`config.mk`:
```
export PLATFORM = sky130hd
export DESIGN_NAME = fb_coef_sched
export DESIGN_NICKNAME = d
export VERILOG_FILES = /design/src/rtl/fb_coef_sched.sv
export SDC_FILE = /design/constraint.sdc
export NUM_CORES = 1
export LEC_CHECK = 0
export CORE_MARGIN = 4
export CORE_UTILIZATION = 30
export DETAILED_ROUTE_END_ITERATION = 8
export PLACE_DENSITY = 0.67
export SKIP_CTS_REPAIR_TIMING = 1
export SYNTH_ARGS = -nofsm -noshare
export SYNTH_HDL_FRONTEND = slang
export SYNTH_SLANG_ARGS = --single-unit
```
`constraint.sdc`:
```
create_clock -name clk -period 12.7 [get_ports clk]
set_input_delay 1.905 -clock clk [delete_from_list [all_inputs] [get_ports clk]]
set_output_delay 1.905 -clock clk [all_outputs]
set_load 0.005 [all_outputs]
```
`src/rtl/fb_coef_sched.sv`:
```
// Round-robin scheduler sharing one combinational coefficient ROM among NREQ burst requesters.
// Streams registered coefficients over a valid/ready handshake, each beat tagged with its requester id.
module fb_coef_sched #(
    parameter int unsigned WIDTH_A = 12,
    parameter int unsigned DEPTH   = 120,
    parameter int unsigned NREQ    = 2,
    parameter int unsigned LEN_W   = 8,
    parameter int unsigned ID_W    = $clog2(NREQ)
) (
    input  logic                     clk,
    input  logic                     rst,
    input  logic [NREQ-1:0]          req_valid,
    output logic [NREQ-1:0]          req_ready,
    input  logic [NREQ*WIDTH_A-1:0]  req_base,
    input  logic [NREQ*LEN_W-1:0]    req_len,
    output logic [WIDTH_A-1:0]       rom_addr,
    input  logic [15:0]              rom_coef,
    output logic                     out_valid,
    input  logic                     out_ready,
    output logic [15:0]              out_coef,
    output logic [ID_W-1:0]          out_id,
    output logic                     out_last,
    output logic                     busy,
    output logic                     err_range
);

    localparam int unsigned SUM_W = ((WIDTH_A > LEN_W) ? WIDTH_A : LEN_W) + 1;

    typedef enum logic [0:0] {IDLE, BURST} state_t;

    state_t               state, state_d;
    logic [ID_W-1:0]      rr_ptr, rr_ptr_d;
    logic [ID_W-1:0]      id_q, id_d;
    logic [WIDTH_A-1:0]   addr_q, addr_d;
    logic [LEN_W-1:0]     remain_q, remain_d;
    logic                 out_valid_d, out_last_d, err_range_d;
    logic [15:0]          out_coef_d;
    logic [ID_W-1:0]      out_id_d;

    logic [ID_W-1:0]      grant;
    logic                 grant_ok;
    logic [WIDTH_A-1:0]   base_sel;
    logic [LEN_W-1:0]     len_sel;
    logic [SUM_W-1:0]     end_addr;
    logic                 bad_req;
    logic                 accept;
    logic                 load;
    int                   idx;

    // Round-robin search starting at rr_ptr; descending loop lets the nearest requester win.
    always_comb begin
        grant    = '0;
        grant_ok = 1'b0;
        idx      = 0;
        base_sel = '0;
        len_sel  = '0;
        for (int k = int'(NREQ) - 1; k >= 0; k--) begin
            idx = (int'(rr_ptr) + k) % int'(NREQ);
            if (req_valid[ID_W'(idx)]) begin
                grant    = ID_W'(idx);
                grant_ok = 1'b1;
            end
        end
        for (int i = 0; i < int'(NREQ); i++) begin
            if (ID_W'(i) == grant) begin
                base_sel = req_base[i*WIDTH_A +: WIDTH_A];
                len_sel  = req_len[i*LEN_W +: LEN_W];
            end
        end
    end

    always_comb begin
        req_ready = '0;
        if (!rst && state == IDLE && grant_ok) begin
            req_ready[grant] = 1'b1;
        end
    end

    // Range check is done one bit wider than either operand so base+len never wraps.
    assign end_addr = SUM_W'(base_sel) + SUM_W'(len_sel);
    assign bad_req  = (len_sel == '0) || (end_addr > SUM_W'(DEPTH));
    assign accept   = (state == IDLE) && grant_ok;
    assign load     = (state == BURST) && (!out_valid || out_ready);

    assign rom_addr = addr_q;
    assign busy     = (state != IDLE) || out_valid;

    always_comb begin
        state_d     = state;
        rr_ptr_d    = rr_ptr;
        id_d        = id_q;
        addr_d      = addr_q;
        remain_d    = remain_q;
        out_valid_d = out_valid;
        out_coef_d  = out_coef;
        out_id_d    = out_id;
        out_last_d  = out_last;
        err_range_d = 1'b0;

        if (out_valid && out_ready) begin
            out_valid_d = 1'b0;
        end

        case (state)
            IDLE: begin
                if (accept) begin
                    rr_ptr_d = (grant == ID_W'(NREQ - 1)) ? '0 : grant + ID_W'(1);
                    id_d     = grant;
                    if (bad_req) begin
                        err_range_d = 1'b1;
                    end else begin
                        state_d  = BURST;
                        addr_d   = base_sel;
                        remain_d = len_sel;
                    end
                end
            end
            BURST: begin
                if (load) begin
                    out_coef_d  = rom_coef;
                    out_id_d    = id_q;
                    out_last_d  = (remain_q == LEN_W'(1));
                    out_valid_d = 1'b1;
                    remain_d    = remain_q - LEN_W'(1);
                    // Keep the final address on rom_addr once the burst is done.
                    if (remain_q == LEN_W'(1)) begin
                        state_d = IDLE;
                    end else begin
                        addr_d = addr_q + WIDTH_A'(1);
                    end
                end
            end
            default: state_d = IDLE;
        endcase
    end

    always_ff @(posedge clk) begin
        if (rst) begin
            state     <= IDLE;
            rr_ptr    <= '0;
            id_q      <= '0;
            addr_q    <= '0;
            remain_q  <= '0;
            out_valid <= 1'b0;
            out_coef  <= '0;
            out_id    <= '0;
            out_last  <= 1'b0;
            err_range <= 1'b0;
        end else begin
            state     <= state_d;
            rr_ptr    <= rr_ptr_d;
            id_q      <= id_d;
            addr_q    <= addr_d;
            remain_q  <= remain_d;
            out_valid <= out_valid_d;
            out_coef  <= out_coef_d;
            out_id    <= out_id_d;
            out_last  <= out_last_d;
            err_range <= err_range_d;
        end
    end

endmodule

```
# Word-level counts from Yosys, hierarchy flattened
# Cells that the tools add are included.
# op_classes
addsub	5
multipliers	0
div	0
magnitude_cmp	5
n_eq_ne	5
shifts	0
n_mux	32
bitwise_logic	2
n_reduce_logical	17
# ops
cell	n
two-way mux 12 bit	5
two-way mux 8 bit	4
case mux 12 bit (2 select lines)	1
two-way mux 1 bit	18
case mux 8 bit (2 select lines)	1
adder 12 x 8 -> 13 bit	1
greater-than comparator 13 x 7 -> 1 bit (second input constant)	1
adder 12 x 1 -> 12 bit (second input constant)	1
== test 8 x 1 -> 1 bit (second input constant)	1
zero test 8 bit	1
subtractor 8 x 1 -> 8 bit (second input constant)	1
logical AND 1 bit	6
< comparator 1 x 3 -> 1 bit (second input constant)	2
inequality test 2 bit (second input constant)	3
AND reduction 2 bit	2
AND reduction 4 bit	1
logical OR 1 bit	3
AND reduction 3 bit	1
OR reduction 3 bit	1
adder 1 bit (second input constant)	2
zero test 1 bit	2
< comparator 1 x 2 -> 1 bit (second input constant)	1
two-way mux 2 bit	1
inequality test 2 x 1 -> 1 bit (second input constant)	1
4 further kinds	5
# totals
register_bits	43
latch_bits	0
ram_bits	0
mem_bits_ro	0
input_bits	61
out_inout_bits	35
word_cells	76
memories	0

# Depth between registers and ports, before layout
# Gate-level depths: netlist (run 1).
# logic_depth
depth_word	13
mapped_depth	17
mapped_depth_nobuf	14

# Worst setup path after synthesis (run 1)
# No wires, ideal clock.
# synth_path
path_kind	input -> register
startpoint	in req_valid[0]
endpoint	reg addr_q[5] (netlist: rom_addr[5])
setup_ps	88
arrival_ps	5597
required_ps	12612
path_slack_ps	7014
cell_stages	16
path_buffers	4
cell_sequence	nand2_4 > buf_2 > buf_1 > clkbuf_1 > mux2i_1 > fa_1 > nand2b_1 > nor3b_1 > o211ai_1 > and3_1 > or4_1 > nand4_2 > o31ai_2 > buf_6 > and3_1 > o32ai_2
# synth_via
elab_chain_len	10
elab_cells_between_ends	21
classes_between	1 x add/sub; 1 x order compare; 2 x eq/ne; 13 x mux; 4 x reduce/logical
# synth_lines
item	line	rtl
start, declared	12	input logic [NREQ-1:0] req_valid,
two-way mux 1 bit (not written as such) (2 in series)	59	if (req_valid[ID_W'(idx)]) begin
two-way mux 1 bit (2 in series)	59	
two-way mux 12 bit / two-way mux 8 bit (equally long branches)	65	if (ID_W'(i) == grant) begin
adder 12 x 8 -> 13 bit	80	assign end_addr = SUM_W'(base_sel) + SUM_W'(len_sel);
greater-than comparator 13 x 7 -> 1 bit	81	assign bad_req = (len_sel == '0) || (end_addr > SUM_W'(DEPTH));
logical OR 1 bit	81	
inequality test 2 bit (no line)	--	
AND reduction 4 bit (no line)	--	
end signal, assigned	153	addr_q <= addr_d;
end, declared	34	logic [WIDTH_A-1:0] addr_q, addr_d;
# Several ways; a longest one is shown, not always the timed one. The select of a mux whose other input is x is not followed.
# A chain may end at the register's enable or synchronous reset.

# Final worst setup path (run 1)
# layout_path
startpoint	in req_valid[0]
endpoint	reg addr_q[6] (netlist: rom_addr[6])
# The elaborated chain is that of the path after synthesis.

==> impl_results.md, run 1 <==
- Result of the run: finished, final reports clean
- Global-route wire length before repair: about 15 mm
- Final Routed Wirelength: 9.51 mm
- Floorplan die width: about 110 um
- Static leakage: ~1.5 nW
- Filler Cell Count: between 900 and 1000
- Kind of launch point of the worst setup path: primary input
- Number of sinks driven by the clock tree: 43
- Routed via count: 3222
- Average routed wire per standard cell: 15.8 um
- Share of layout cells above drive strength 1: 0.0787
- All-Layer GR Usage: 0.157
- Cell area after synthesis: ~0.0031 mm2
- Worst-case headroom to the max-slew limit: 0.432
- Most frequent standard cell in the layout excluding fill and tap cells: clkdlybuf4s50_1
- HPWL after DPL: just over 7 mm
- Least-Margin Pin Slew: between 0.8 and 0.9 ns
- Overall die height: 109 um
- ANT cells: 0
- Initial core utilization: 0.310
- Fraction of the yosys area taken by sequential cells: 0.282
- Boundary pin count: 96
- Final cell utilization of the core: 0.423
- Largest driver fanout on the critical path: 35
- Placeable core region: about 0.01 mm2
- Data arrival at the endpoint of the critical path: approximately 6.3 ns
- Most frequent cells in the layout: 94 x clkdlybuf4s50_1, 58 x nand2_1, 43 x dfxtp_1, 40 x a21oi_1, 21 x nor2_1
- Async set-or-reset flop fraction in the synthesized netlist: 0
- DRT iter0 DRCs: approximately 220
- Initial antenna violation count: 0
- Number of nets in the synthesized netlist: 460
- Synthesized netlist cell count: around 390
- Max IR drop VDD: approximately 0.000049 V
- Fmax: roughly 160 MHz
- Endpoint class of the critical path: flip-flop
- Placement row count: 36
- Final worst-path cycle share: 0.483
- Primary flip-flop cell chosen by synthesis mapping: dfxtp_1
- Setup CP Type: in -> reg
- Clock-pin transition on the worst setup and hold timing paths: around 0.090 ns
- Detailed-route vias per instance: between 5 and 6
- Unrepaired setup endpoints after global routing: false
- Routability congestion estimate from global placement: about 0.8
- Total of buffers placed on input and output ports: 94
- Number of global-route vias before repair: 3116
- Maximum clock skew at final layout: just over 0.006 ns
- Number of remaining DRC errors: 0
- Total Die Area: approximately 0.012 mm2
- Power density of the placed cells: 84.6 mW/mm2
- Final min period: around 6.1 ns
- Clock H-tree levels: 2
- Max capacitance violation total: 0
- Clk Latency, worst-skew pair: 0.29 ns
- Number of buffers added by the clock tree synthesis step: 5
- Crit path required time: about 13 ns
- FF-to-FF path depth: 15
- Global route overflow: 0
- Post-route antenna net violation count: 0
- Clock Root Buffer: clkbuf_8
- Worst min-delay path class: reg -> reg
- Net count of the finished layout: 542
- Number of detailed-route iterations in the first pass: 4
- Seq cells post-synth: 43
- CTS tree: built
- Count of endpoints failing setup in the final report: 0
- CTS Buffer Depth: 2
- YS warnings: 0
- Instance count along the most critical hold path: 2
- Final hold violation count: 0
- Syn_area_per_cell: 7.90 um2
- Synthesis-to-layout area growth: 36.6%
- Pins over their slew limit: 0
- Maximum number of pins on one net before global-route repair: between 40 and 50
- Count of flip-flops with a built-in enable after synthesis: 0
- Yosys cell types: 65
- Setup total negative slack: 0 ns
## critical path: stages
cell,delay [ns]
clkdlybuf4s50_1,0.64
nand2_4,0.31
mux2_2,0.38
ha_1,0.19
inv_1,0.06
fa_1,0.40
nand2b_1,0.19
nor3b_1,0.42
o211ai_1,0.19
and3_1,0.21
or4_1,0.52
nand4_2,0.16
o31ai_2,0.08
buf_4,0.25
and3_1,0.21
o32ai_2,0.20
## layout make-up
type,instances,area [um2],area share
flip-flops and latches,43,861,0.206
clock inverters,2,12.5,0.00300
clock buffers,6,72.6,0.0174
inverters,18,67.6,0.0162
repair buffers,97,963,0.231
well taps,133,166,0.0399
multi-input cells,304,2030,0.487
## stage by stage
stage | std cells | area (um2) | power (mW) | setup slack, ns | hold slack [ns]
2_1_floorplan | 387 | 3060 | 0.223 | 7.01 | 0.432
3_3_place_gp | 595 | 4090 | 0.266 | 6.38 | 0.442
3_5_place_dp | 595 | 4090 | 0.269 | 6.31 | 0.446
4_1_cts | 603 | 4170 | 0.358 | 6.61 | 0.459
5_1_grt | 603 | 4170 | 0.375 | 6.37 | 0.479
6_report | 603 | 4170 | 0.353 | 6.57 | 0.456
## per-layer routing
metal / vias up / part of all wire / GRT usage
li1: 1590 / - / -
met1: 1515 / 0.45 / 0.205
met2: 109 / 0.46 / 0.267
met3: 8 / 0.078 / 0.0308
met4: 0 / 0.0094 / 0.0361
met5: - / 0 / 0
## state kept, by name (all words and copies together), names as in the netlist
register   flops
out_last       1
rom_addr      12
rr_ptr         1
out_coef      16
out_valid      1
id_q           1
state          1
remain_q       8
out_id         1
err_range      1
## kinds of logic after synthesis
family	after synthesis	share of synthesized area
mux	30	0.107
xor+xnor	11	0.0315
flops	43	0.282
fa+ha+maj	12	0.0516
compound gates	104	0.238
simple gates	147	0.236
buf+inv	40	0.0540
## path summary, 6_finish.rpt
check | to | from | slack (ns)
max | rom_addr[6] | req_valid[0] | 6.57
min | out_coef[3] | out_coef[3] | 0.46
max reg2reg | rom_addr[6] | rr_ptr | 8.36
min reg2reg | out_coef[3] | out_coef[3] | 0.46
## synthesized netlist by cell type (all sizes together), types with 7 or more instances
cell / number / area, um2
o21ai: 10 / 50.0
and3: 8 / 50.1
mux2i: 12 / 120
nor2: 21 / 78.8
nand3: 17 / 90.1
clkbuf: 15 / 56.3
mux2: 18 / 206
nor3: 11 / 55.1
nand2: 59 / 229
inv: 16 / 60.1
ha: 11 / 138
xnor2: 8 / 70.1
o32ai: 7 / 83.8
dfxtp: 43 / 861
buf: 7 / 41.3
a21oi: 40 / 200
## report_power, final
| group | total [mW] | internal (mW) | switching [mW] |
|---|---|---|---|
| sequential | 0.145 | 0.140 | 0.00535 |
| combinational | 0.122 | 0.0607 | 0.0612 |
| clock | 0.0860 | 0.0385 | 0.0475 |
| total | 0.353 | 0.239 | 0.114 |
Note: power is estimated with default switching activity, not from simulation.
==> inputs of run 2 (changes only) <==
- PLACE_DENSITY: 0.67 -> 0.69
- clock period: 12.7 -> 5.3 ns (I/O delays scaled with it)
==> impl_results.md, run 2 (same netlist as run 1, synthesis figures left out) <==
- Result of the run: finished, final reports clean
- Static leakage: roughly 1.5 nW
- ANT cells: 0
- Data arrival at the endpoint of the critical path: 4.84 ns
- Synthesis-to-layout area growth: 37.7%
- Clock H-tree levels: 2
- Max IR drop VDD: between 0.0001 and 0.00015 V
- Crit path required time: ~5.5 ns
- Most frequent standard cell in the layout excluding fill and tap cells: clkdlybuf4s50_1
- Worst-case headroom to the max-slew limit: 0.464
- Kind of launch point of the worst setup path: primary input
- Instance count along the most critical hold path: 2
- Initial antenna violation count: 0
- Endpoint class of the critical path: flip-flop
- Routed via count: around 3200
- Clock Root Buffer: clkbuf_8
- Worst min-delay path class: reg -> reg
- Number of remaining DRC errors: 0
- Switching fraction of total power: 0.325
- Pins over their slew limit: 0
- Most frequent cells in the layout: 94 x clkdlybuf4s50_1, 58 x nand2_1, 43 x dfxtp_1, 40 x a21oi_1, 21 x nor2_1
- Setup ws final: between 0.6 and 0.7 ns
- Global-route wire length before repair: ~15 mm
- Design area: 0.00421 mm2
- Number of sinks driven by the clock tree: 43
- Overall die height: ~110 um
- Routability congestion estimate from global placement: 0.846
- Global route overflow: 0
- Unrepaired setup endpoints after global routing: false
- Boundary pin count: 96
- Placement Cell Area: slightly above 0.004 mm2
- Number of buffers added by the clock tree synthesis step: 5
- Total Die Area: approximately 0.012 mm2
- Detailed-route vias per instance: 5.34
- Final min period: 4.63 ns
- Maximum clock skew at final layout: 0.00695 ns
- Max capacitance violation total: 0
- Placeable core region: around 0.0099 mm2
- Share of total power in sequential cells: 0.408
- Placement row count: 36
- Setup total negative slack: 0 ns
- Filler Cell Count: 970
- Final worst-path cycle share: 0.874
- Fmax: 216 MHz
- Final Routed Wirelength: roughly 9.7 mm
- Combinational cell fraction of total power: 0.349
- Post-route antenna net violation count: 0
- Number of detailed-route iterations in the first pass: 4
- Power density of the placed cells: approximately 200 mW/mm2
- Part of the power in the clock network: 0.243
- Largest register FFs: 16
- All-Layer GR Usage: 0.160
- Initial core utilization: 0.310
- Internal Power: a little under 0.6 mW
- Least-Margin Pin Slew: 0.804 ns
- DRT iter0 DRCs: 200
- Count of endpoints failing setup in the final report: 0
- Setup CP Type: in -> reg
- CTS tree: built
- Register name with the most flops: out_coef
- Clk Latency, worst-skew pair: about 0.29 ns
- Sw Pwr: 0.278 mW
- Clock-pin transition on the worst setup and hold timing paths: 0.09 ns
- Final hold violation count: 0
- HPWL after DPL: 7.49 mm
- Average routed wire per standard cell: roughly 16 um
- Total of buffers placed on input and output ports: 94
- Maximum number of pins on one net before global-route repair: 43
- Net count of the finished layout: around 550
- Floorplan die width: around 110 um
- FF-to-FF path depth: 15
- Setup slack at placement: about 0.4 ns
- CTS Buffer Depth: 2
- Number of global-route vias before repair: ~3200
- Share of layout cells above drive strength 1: 0.0846
- Largest driver fanout on the critical path: 22
- Final cell utilization of the core: 0.427
==> run 2: through the flow <==
stage,power (mW),hold WS (ns),std cells
2_1_floorplan,0.536,0.432,387
3_3_place_gp,0.642,0.442,598
3_5_place_dp,0.651,0.449,598
4_1_cts,0.859,0.461,606
5_1_grt,0.907,0.469,606
6_report,0.854,0.455,606
==> run 2: cell type report <==
class | count | area (um2) | area share
well taps | 133 | 166 | 0.0395
clock buffers | 6 | 72.6 | 0.0172
clock inverters | 2 | 12.5 | 0.00297
inverters | 18 | 67.6 | 0.0161
multi-input cells | 304 | 2030 | 0.482
flip-flops and latches | 43 | 861 | 0.205
repair buffers | 100 | 998 | 0.237
==> run 2: path summary, 6_finish.rpt <==
kind                startpoint  slack, ns           to
setup / recovery  req_valid[0]       0.67  rom_addr[4]
hold / removal            id_q       0.46       out_id
setup reg to reg        rr_ptr       1.22  rom_addr[4]
hold reg to reg           id_q       0.46       out_id
==> run 2: power groups by stage <==
stage	clock network, mW	logic (mW)	registers (mW)
3_5_place_dp	0	0.295	0.356
5_1_grt	0.230	0.327	0.350
3_3_place_gp	0	0.287	0.355
6_report	0.208	0.298	0.348
2_1_floorplan	0	0.182	0.353
4_1_cts	0.213	0.297	0.348
==> run 2: per-layer routing <==
| metal | part of all wire | track usage |
|---|---|---|
| met1 | 0.45 | 0.209 |
| met2 | 0.47 | 0.265 |
| met3 | 0.066 | 0.0308 |
| met4 | 0.020 | 0.0550 |
| met5 | 0 | 0 |
==> run 2: critical path: stages <==
cell and delay (ns):
clkdlybuf4s50_1 0.56, nand2_4 0.14, mux2_2 0.29, ha_1 0.16, inv_1 0.05, fa_1 0.39, nand2b_1 0.20, nor3b_1 0.43
o211ai_1 0.19, and3_1 0.21, or4_1 0.50, nand4_2 0.16, o31ai_2 0.08, buf_4 0.25, and3_1 0.20, o32ai_1 0.20
==> inputs of run 3 (changes only) <==
- CORE_UTILIZATION: 30 -> 25
- PLACE_DENSITY: 0.69 -> 0.61
==> impl_results.md, run 3 (same netlist as run 1, synthesis figures left out) <==
- Routed via count: ~3200
- Setup slack at placement: approximately 0.30 ns
- Crit path required time: 5.48 ns
- Total of buffers placed on input and output ports: 94
- Kind of launch point of the worst setup path: primary input
- Net count of the finished layout: ~550
- Worst hold-check slack: 0.450 ns
- Count of endpoints failing setup in the final report: 0
- Least-Margin Pin Slew: 0.714 ns
- Max capacitance violation total: 0
- Static leakage: ~1.5 nW
- Number of remaining DRC errors: 0
- Internal Power: about 0.7 mW
- Unrepaired setup endpoints after global routing: false
- Total Die Area: between 0.01 and 0.015 mm2
- Max IR drop VDD: between 0.0001 and 0.00015 V
- Detailed route wirelength on metal2: approximately 4.5 mm
- Most frequent standard cell in the layout excluding fill and tap cells: clkdlybuf4s50_1
- Global route overflow: 0
- Final worst-path cycle share: 0.884
- Routability congestion estimate from global placement: 0.887
- Placeable core region: ~0.012 mm2
- Initial core utilization: 0.254
- Clk Latency, worst-skew pair: between 0.2 and 0.3 ns
- Final Routed Wirelength: 9.86 mm
- Number of buffers added by the clock tree synthesis step: 5
- Ordered list of cells on the worst path: clkdlybuf4s50_1 -> nand2_4 -> mux2_2 -> ha_1 -> inv_1 -> fa_1 -> nand2b_1 -> nor3b_1 -> o211ai_1 -> and3_1 -> or4_1 -> nand4_2 -> o31ai_2 -> buf_12 -> and3_1 -> o32ai_1
- Routed length on met3: between 800 and 900 um
- Buffers plus inverters on the worst setup path: 3
- Share of total power in sequential cells: 0.359
- CTS tree: built
- DRT iter0 DRCs: 210
- Detailed-route vias per instance: 5.22
- Switching fraction of total power: 0.294
- Global-route wire length before repair: about 17 mm
- Floorplan die width: roughly 120 um
- Largest driver fanout on the critical path: 22
- Clock H-tree levels: 2
- Worst-case headroom to the max-slew limit: 0.523
- Final Power: slightly below 1 mW
- Worst min-delay path class: reg -> reg
- Met1 Wirelength: around 4.5 mm
- Endpoint class of the critical path: flip-flop
- All-Layer GR Usage: 0.140
- Combinational cell fraction of total power: 0.308
- Design area: about 0.0043 mm2
- Number of global-route vias before repair: between 3000 and 4000
- Most frequent cells in the layout: 94 x clkdlybuf4s50_1, 58 x nand2_1, 43 x dfxtp_1, 40 x a21oi_1, 21 x nor2_1
- Final cell utilization of the core: 0.359
- Sw Pwr: ~0.29 mW
- Final hold violation count: 0
- Placement row count: 40
- Average routed wire per standard cell: 15.9 um
- Largest register FFs: 16
- Synthesis-to-layout area growth: 41.1%
- Fmax: 213 MHz
- Post-route antenna net violation count: 0
- Worst path max stage delay: about 0.53 ns
- Share of layout cells above drive strength 1: 0.0884
- ANT cells: 0
- Boundary pin count: 96
- Power density of the placed cells: roughly 230 mW/mm2
- Number of detailed-route iterations in the first pass: 5
- Non-Filler Instances: 622
- Crit path top cell by count: and3_1
- Clock-pin transition on the worst setup and hold timing paths: 0.06 ns
- CTS Buffer Depth: 2
- Overall die height: ~120 um
- Maximum clock skew at final layout: 0.00441 ns
- Setup total negative slack: 0 ns
- Crit path max-delay cell type: clkdlybuf4s50_1
- Initial antenna violation count: 0
- Clock Root Buffer: clkbuf_16
- Placement Cell Area: a little over 0.004 mm2
- HPWL after DPL: 7.72 mm
- Maximum number of pins on one net before global-route repair: 36
- Result of the run: finished, final reports clean
- Part of the power in the clock network: 0.333
- Register name with the most flops: out_coef
- Family with the most delay on the worst path: simple AND/OR/NAND/NOR gates
- Setup CP Type: in -> reg
- Highest layer used for signal routing: met4
- Cell total after placement: 614
- Number of sinks driven by the clock tree: 43
- Setup ws final: just over 0.6 ns
- Pins over their slew limit: 0
- Data arrival at the endpoint of the critical path: 4.86 ns
- Final min period: approximately 4.7 ns
[run 3: power groups by stage]
stage | Clock, mW | Sequential, mW | Combinational [mW]
floorplan | 0 | 0.353 | 0.182
global placement | 0 | 0.356 | 0.290
detailed placement | 0 | 0.356 | 0.298
CTS | 0.336 | 0.349 | 0.300
global route | 0.346 | 0.351 | 0.333
finish | 0.324 | 0.349 | 0.300
[run 3: worst paths after layout]
| kind | start | end | slack [ns] | cells after the start |
|---|---|---|---|---|
| worst min-delay path | id_q | out_id | 0.45 | 2 |
| worst max-delay path | req_valid[0] | rom_addr[3] | 0.61 | 16 |
| worst min register to register | id_q | out_id | 0.45 | 2 |
| worst max register to register | rr_ptr | rom_addr[3] | 1.11 | 15 |
[run 3: cell type report]
class	count	area, um2
fill	1240	7700
inverter	18	67.6
clock buffer	8	156
multi-input combinational	304	2030
timing repair buffer	102	1010
tap	147	184
sequential	43	861
[run 3: metal layers]
metal | vias to the layer above | track usage
li1 | 1597 | -
met1 | 1515 | 0.184
met2 | 126 | 0.233
met3 | 8 | 0.0392
met4 | 0 | 0.0232
met5 | - | 0
[run 3: worst register-to-register path: cells and delay by family (launching register included)]
| family | cells | cell delay [ns] |
|---|---|---|
| compound gates | 3 | 0.55 |
| fa+ha+maj | 2 | 0.56 |
| buf+inv | 2 | 0.26 |
| flops | 1 | 0.51 |
| mux | 1 | 0.32 |
| simple gates | 7 | 1.90 |
